<file path="src/rtl/multicycle_ctrl.sv">
// Multicycle LEGv8 control FSM: fetch/decode/execute/memory/writeback sequencing,
// shared-memory handshake on mem_ready and a sticky trap on memory wait timeout.
module multicycle_ctrl #(
    parameter int unsigned WAIT_MAX = 15
) (
    input  logic        clk,
    input  logic        reset,
    input  logic [10:0] Op,
    input  logic        Zero,
    input  logic        mem_ready,
    output logic        PCWrite,
    output logic        PCSrc,
    output logic        IRWrite,
    output logic        IorD,
    output logic        Reg2Loc,
    output logic        ALUSrc,
    output logic        MemtoReg,
    output logic        RegWrite,
    output logic        MemRead,
    output logic        MemWrite,
    output logic        Branch,
    output logic [1:0]  ALUOp,
    output logic        instr_done,
    output logic        illegal,
    output logic        bus_err,
    output logic [3:0]  state_dbg
);

    localparam int unsigned CW = $clog2(WAIT_MAX + 1);

    typedef enum logic [3:0] {
        FETCH  = 4'd0,
        DECODE = 4'd1,
        EXEC_R = 4'd2,
        EXEC_I = 4'd3,
        ADDR   = 4'd4,
        MEM_RD = 4'd5,
        WB_MEM = 4'd6,
        MEM_WR = 4'd7,
        WB_ALU = 4'd8,
        BRANCH = 4'd9,
        HALT   = 4'd15
    } state_t;

    state_t        state, nxt;
    logic [CW-1:0] wait_cnt;
    logic          cls_i;
    logic          bus_err_q;
    logic          is_r, is_i, is_mem, is_br, is_stur;
    logic          in_wait, timeout;

    always_comb begin
        is_r   = 1'b0;
        is_i   = 1'b0;
        is_mem = 1'b0;
        is_br  = 1'b0;
        casez (Op)
            11'b10001011000, 11'b11001011000, 11'b10001010000,
            11'b10101010000, 11'b10101011000, 11'b11101011000: is_r = 1'b1;
            11'b1001000100?, 11'b1101000100?,
            11'b1011000100?, 11'b1111000100?:                  is_i = 1'b1;
            11'b11111000010, 11'b11111000000:                  is_mem = 1'b1;
            11'b10110100???, 11'b01010100???:                  is_br = 1'b1;
            default: ;
        endcase
    end

    assign is_stur = (Op == 11'b11111000000);
    assign in_wait = (state == FETCH) || (state == MEM_RD) || (state == MEM_WR);
    // The WAIT_MAX-th consecutive low cycle is the one seen with wait_cnt == WAIT_MAX-1.
    assign timeout = in_wait && !mem_ready && (wait_cnt == CW'(WAIT_MAX - 1));

    always_comb begin
        nxt = state;
        case (state)
            FETCH:   nxt = timeout ? HALT : (mem_ready ? DECODE : FETCH);
            DECODE:  nxt = is_r ? EXEC_R : is_i ? EXEC_I : is_mem ? ADDR :
                           is_br ? BRANCH : FETCH;
            EXEC_R:  nxt = WB_ALU;
            EXEC_I:  nxt = WB_ALU;
            WB_ALU:  nxt = FETCH;
            ADDR:    nxt = is_stur ? MEM_WR : MEM_RD;
            MEM_RD:  nxt = timeout ? HALT : (mem_ready ? WB_MEM : MEM_RD);
            WB_MEM:  nxt = FETCH;
            MEM_WR:  nxt = timeout ? HALT : (mem_ready ? FETCH : MEM_WR);
            BRANCH:  nxt = FETCH;
            HALT:    nxt = HALT;
            default: nxt = FETCH;
        endcase
    end

    always_ff @(posedge clk or posedge reset) begin
        if (reset) begin
            state     <= FETCH;
            wait_cnt  <= '0;
            cls_i     <= 1'b0;
            bus_err_q <= 1'b0;
        end else begin
            state <= nxt;
            // Leaving a wait state (including wait-to-wait hops) always clears the count.
            if (in_wait && !mem_ready && nxt == state)
                wait_cnt <= wait_cnt + 1'b1;
            else
                wait_cnt <= '0;
            if (state == DECODE)
                cls_i <= is_i;
            if (nxt == HALT)
                bus_err_q <= 1'b1;
        end
    end

    always_comb begin
        PCWrite    = 1'b0;
        PCSrc      = 1'b0;
        IRWrite    = 1'b0;
        IorD       = 1'b0;
        Reg2Loc    = 1'b0;
        ALUSrc     = 1'b0;
        MemtoReg   = 1'b0;
        RegWrite   = 1'b0;
        MemRead    = 1'b0;
        MemWrite   = 1'b0;
        Branch     = 1'b0;
        ALUOp      = 2'b00;
        instr_done = 1'b0;
        illegal    = 1'b0;
        if (!reset) begin
            case (state)
                FETCH: begin
                    MemRead = 1'b1;
                    IRWrite = mem_ready;
                    PCWrite = mem_ready;
                end
                DECODE: begin
                    if (!(is_r || is_i || is_mem || is_br)) begin
                        illegal    = 1'b1;
                        instr_done = 1'b1;
                    end
                end
                EXEC_R: ALUOp = 2'b10;
                EXEC_I: begin
                    ALUSrc = 1'b1;
                    ALUOp  = 2'b11;
                end
                WB_ALU: begin
                    RegWrite   = 1'b1;
                    instr_done = 1'b1;
                    ALUSrc     = cls_i;
                    ALUOp      = cls_i ? 2'b11 : 2'b10;
                end
                ADDR: begin
                    ALUSrc  = 1'b1;
                    Reg2Loc = is_stur;
                end
                MEM_RD: begin
                    IorD    = 1'b1;
                    MemRead = 1'b1;
                end
                WB_MEM: begin
                    RegWrite   = 1'b1;
                    MemtoReg   = 1'b1;
                    instr_done = 1'b1;
                end
                MEM_WR: begin
                    IorD       = 1'b1;
                    MemWrite   = 1'b1;
                    Reg2Loc    = 1'b1;
                    instr_done = mem_ready;
                end
                BRANCH: begin
                    Reg2Loc    = 1'b1;
                    ALUOp      = 2'b01;
                    Branch     = 1'b1;
                    PCSrc      = 1'b1;
                    PCWrite    = Zero;
                    instr_done = 1'b1;
                end
                default: ;
            endcase
        end
    end

    assign bus_err   = bus_err_q;
    assign state_dbg = reset ? 4'd0 : state;

endmodule

</file>
<file path="config.mk">
export PLATFORM = sky130hd
export DESIGN_NAME = multicycle_ctrl
export DESIGN_NICKNAME = d
export VERILOG_FILES = /design/src/rtl/multicycle_ctrl.sv
export SDC_FILE = /design/constraint.sdc
export NUM_CORES = 1
export LEC_CHECK = 0
export CAP_MARGIN = 5
export CORE_MARGIN = 2
export CORE_UTILIZATION = 43
export CTS_CLUSTER_SIZE = 12
export DETAILED_ROUTE_END_ITERATION = 8
export GPL_ROUTABILITY_DRIVEN = 0
export GPL_TIMING_DRIVEN = 0
export PLACE_DENSITY_LB_ADDON = 0.15
export SYNTH_ARGS = -nofsm -noshare
export SYNTH_HDL_FRONTEND = slang
export SYNTH_SLANG_ARGS = --single-unit
export TNS_END_PERCENT = 1
</file>
<file path="constraint.sdc">
create_clock -name clk -period 2.85 [get_ports clk]
set_input_delay 0.855 -clock clk [delete_from_list [all_inputs] [get_ports clk]]
set_output_delay 0.855 -clock clk [all_outputs]
set_load 0.005 [all_outputs]
</file>
==> results.py <==
metrics = {
    "run_status": {
        "outcome": "finished with violations",
        "violations": "setup timing",
    },
    "power_and_ir_drop": {
        "power.leakage_nw": 0.7255,
        "vdd_drop_max_uv": 340.6,
        "combPwrFrac": 0.265,
        "swShare": 0.2759,
        "power_mw": 0.3760,
        "powerDensity_nw_per_um2": 254.0,
        "pwr-share-seq": 0.399,
        "switching_power_mw": 0.1037,
        "p_int_mw": 0.2722,
        "power.share.clock": 0.335,
    },
    "synth": {
        "ys.flop_type": "dfrtp_1",
        "yosys-top-cells-area": "dfrtp_1 27%, nor2_1 6.9%, inv_1 4.5%",
        "avgSynthCellArea_sq_um": 7.548,
        "synth_top_family_by_area": "simple AND/OR/NAND/NOR gates",
        "yosysMostFrequentCell": "nor2_1",
        "syn-num-nets": 139,
        "synthMuxAreaShare": 0.01223,
        "ys_async_sr_fraction": 1.000,
        "yosysSeqAreaShare": 0.2717,
        "synth_compound_area_frac": 0.2133,
        "synth-edff-count": 0,
        "yosysTopAreaCellShare": 0.2717,
        "yosys_warnings": 0,
        "synth_seq_cells": 10,
        "syn_inst": 122,
        "synthSimpleGateAreaFrac": 0.3641,
        "netlist_area_sq_um": 920.9,
        "yosys-top-cells-count": "17 x nor2_1, 11 x inv_1, 10 x dfrtp_1",
        "synth_area_leader_cell": "dfrtp_1",
        "synth_xor_xnor_area_share": 0.02853,
        "yosysUniqueCellTypes": 39,
        "synth-adder-area-share": 0.02717,
    },
    "grt": {
        "grt_max_degree": 12,
        "grt_pass1_wl_microns": 4222,
        "antenna_found_initial": 0,
        "grt_pass1_vias": 1017,
        "grt_usage": 0.2198,
        "grt-ovfl-total": 0,
    },
    "worst_setup_path": {
        "cp_slowest_cell": "or4b_4",
        "required_ns": 2.00,
        "critPathTopFamily": "simple AND/OR/NAND/NOR gates",
        "cp-start-kind": "primary input",
        "worst-path-buf-inv": 3,
        "reg2reg_to": "bus_err$_DFFE_PP0N_",
        "end_kind": "primary output",
        "rrSetupSlack_ns": 1.27,
        "r2r_start": "wait_cnt[0]$_DFF_PP0_",
        "crit_type": "primary input to primary output",
        "worst-path-stages": 7,
        "startpoint": "Op[7]",
        "reg2reg_depth": 6,
        "crit_chain": "buf_6 > or3b_4 > nor3_4 > buf_4 > or4b_4 > a21oi_2 > buf_2",
        "cp_max_fo": 3,
        "max_stage_delay_ns": 0.48,
        "cp.arrival_ns": 2.11,
    },
    "floorplanning": {
        "chipWidth_microns": 50.28,
        "fp.dieH_microns": 50.28,
        "core_sq_um": 1982,
        "start_util": 0.4646,
        "io_pins": 35,
        "placementRows": 16,
        "fp.dieArea_sq_um": 2528,
    },
    "placement": {
        "portBuffers": 34,
        "dpl.cell_count": 183,
        "dp_hpwl_microns": 1787,
        "placed_cell_area_sq_um": 1295,
        "place_ws_ns": -0.9470,
    },
    "clock_tree": {
        "numCtsBuffers": 3,
        "clk_pin_slew_ns": 0.06,
        "cts_tree": "built",
        "ctsLongestPathBuffers": 2,
        "clock-sinks": 10,
        "htreeDepth": 1,
        "clock_latency_ns": 0.27,
        "clockRootBuffer": "clkbuf_4",
        "hold_buffers": 0,
    },
    "drt": {
        "wirelength_microns": 2587,
        "vias": 1075,
        "drc": 0,
        "first_pass_iters": 4,
        "routedWlPerCell_microns": 13.27,
        "avgViaCountPerCell": 5.513,
        "antenna_left": 0,
        "drt_iter0_markers": 25,
    },
    "run": {
        "cap_violations": 0,
    },
    "sta": {
        "whs_ns": 0.4930,
        "setup_viol": 6,
        "tightest_slew_ns": 0.3834,
        "skew_ns": 0.003935,
        "relSlewSlack": 0.7433,
        "post-route-period-util": 1.041,
        "slew_viol_final": 0,
        "fin_crit_ns": 2.968,
        "fmax_mhz": 336.9,
        "rsz0062_at_grt": "true",
        "setup_ws_ns": -0.1181,
        "fin_setup_tns_ns": -0.4281,
        "hold_viol": 0,
    },
    "worst_hold_path": {
        "worstHoldPathType": "flip-flop to flip-flop",
        "hold_path_depth": 1,
        "hold_start": "wait_cnt[0]$_DFF_PP0_",
        "hold_end": "wait_cnt[0]$_DFF_PP0_",
    },
    "layout": {
        "drive_gt1_frac": 0.3333,
        "post-route-cell-area_sq_um": 1480,
        "antenna_cells": 0,
        "finish.utilization": 0.7468,
        "nNetsFinal": 186,
        "area_growth_pct": 60.73,
        "final_cell_count_no_fill": 195,
    },
}
## power by group through the flow
stage	registers, mW	clock network, mW	logic [mW]
2_1_floorplan	0.152	0	0.0453
4_1_cts	0.150	0.131	0.0957
6_report	0.150	0.126	0.0998
3_3_place_gp	0.152	0	0.0873
3_5_place_dp	0.153	0	0.0891
5_1_grt	0.151	0.136	0.109
## layer usage
metal	up-vias	track usage	part of all wire
li1	524	-	-
met1	492	0.2457	0.41
met2	55	0.3969	0.51
met3	4	0.05952	0.068
met4	0	0.07407	0.012
met5	-	0	0
## area by class of cell
cell class,count,area (sq um)
Buffer,7,46.29
Clock buffer,4,36.28
Fill cell,141,501.7
Inverter,11,45.04
Multi-Input combinational cell,93,685.7
Sequential cell,10,251.5
Tap cell,27,33.78
Timing Repair Buffer,43,381.6
## worst max-delay path by stage
stage	endpoint	slack [ns]
after CTS	instr_done	-0.13
after floorplan	instr_done	0.12
after global routing	instr_done	-0.17
after detailed placement	instr_done	-0.95
after global placement	instr_done	-0.94
final	instr_done	-0.12
## registers in the layout, indices dropped and copies added (netlist names)
| signal | cells |
|---|---|
| wait_cnt | 4 |
| state | 4 |
| bus_err | 1 |
| cls_i | 1 |
## worst reg2reg max path, stage by stage (launching register included)
cell and delay (ns):
dfrtp_1 0.41, inv_1 0.07, ha_1 0.16, nand4b_1 0.17
o32a_1 0.39, a21boi_1 0.15, o21bai_1 0.16
## logic make-up (layout without fill, tap and decap cells)
kind of cell | after synthesis | count (layout)
muxes | 1 | 1
adders and majority gates | 2 | 2
xor gates and xnor gates | 3 | 3
and+or+nand+nor | 60 | 60
buffers and inverters | 19 | 65
DFF | 10 | 10
AOI/OAI and AO/OA | 27 | 27
## layout by cell type (no fill, tap or decap), types with 4 or more instances in the layout
| master | instances |
|---|---|
| inv_1 | 9 |
| nor2_1 | 16 |
| a21oi_1 | 5 |
| buf_4 | 10 |
| dlymetal6s2s_1 | 4 |
| buf_2 | 10 |
| nor3_1 | 6 |
| nand2_1 | 7 |
| dfrtp_1 | 9 |
| clkdlybuf4s50_1 | 12 |
## what timing repair did
item / 4_1_cts / 5_1_grt
gates resized for setup: 78 / 21
setup buffers: 8 / 1
pin swaps: 11 / 6
setup endpoints to repair: 18 / 12
(Power assumes the default switching activity.)
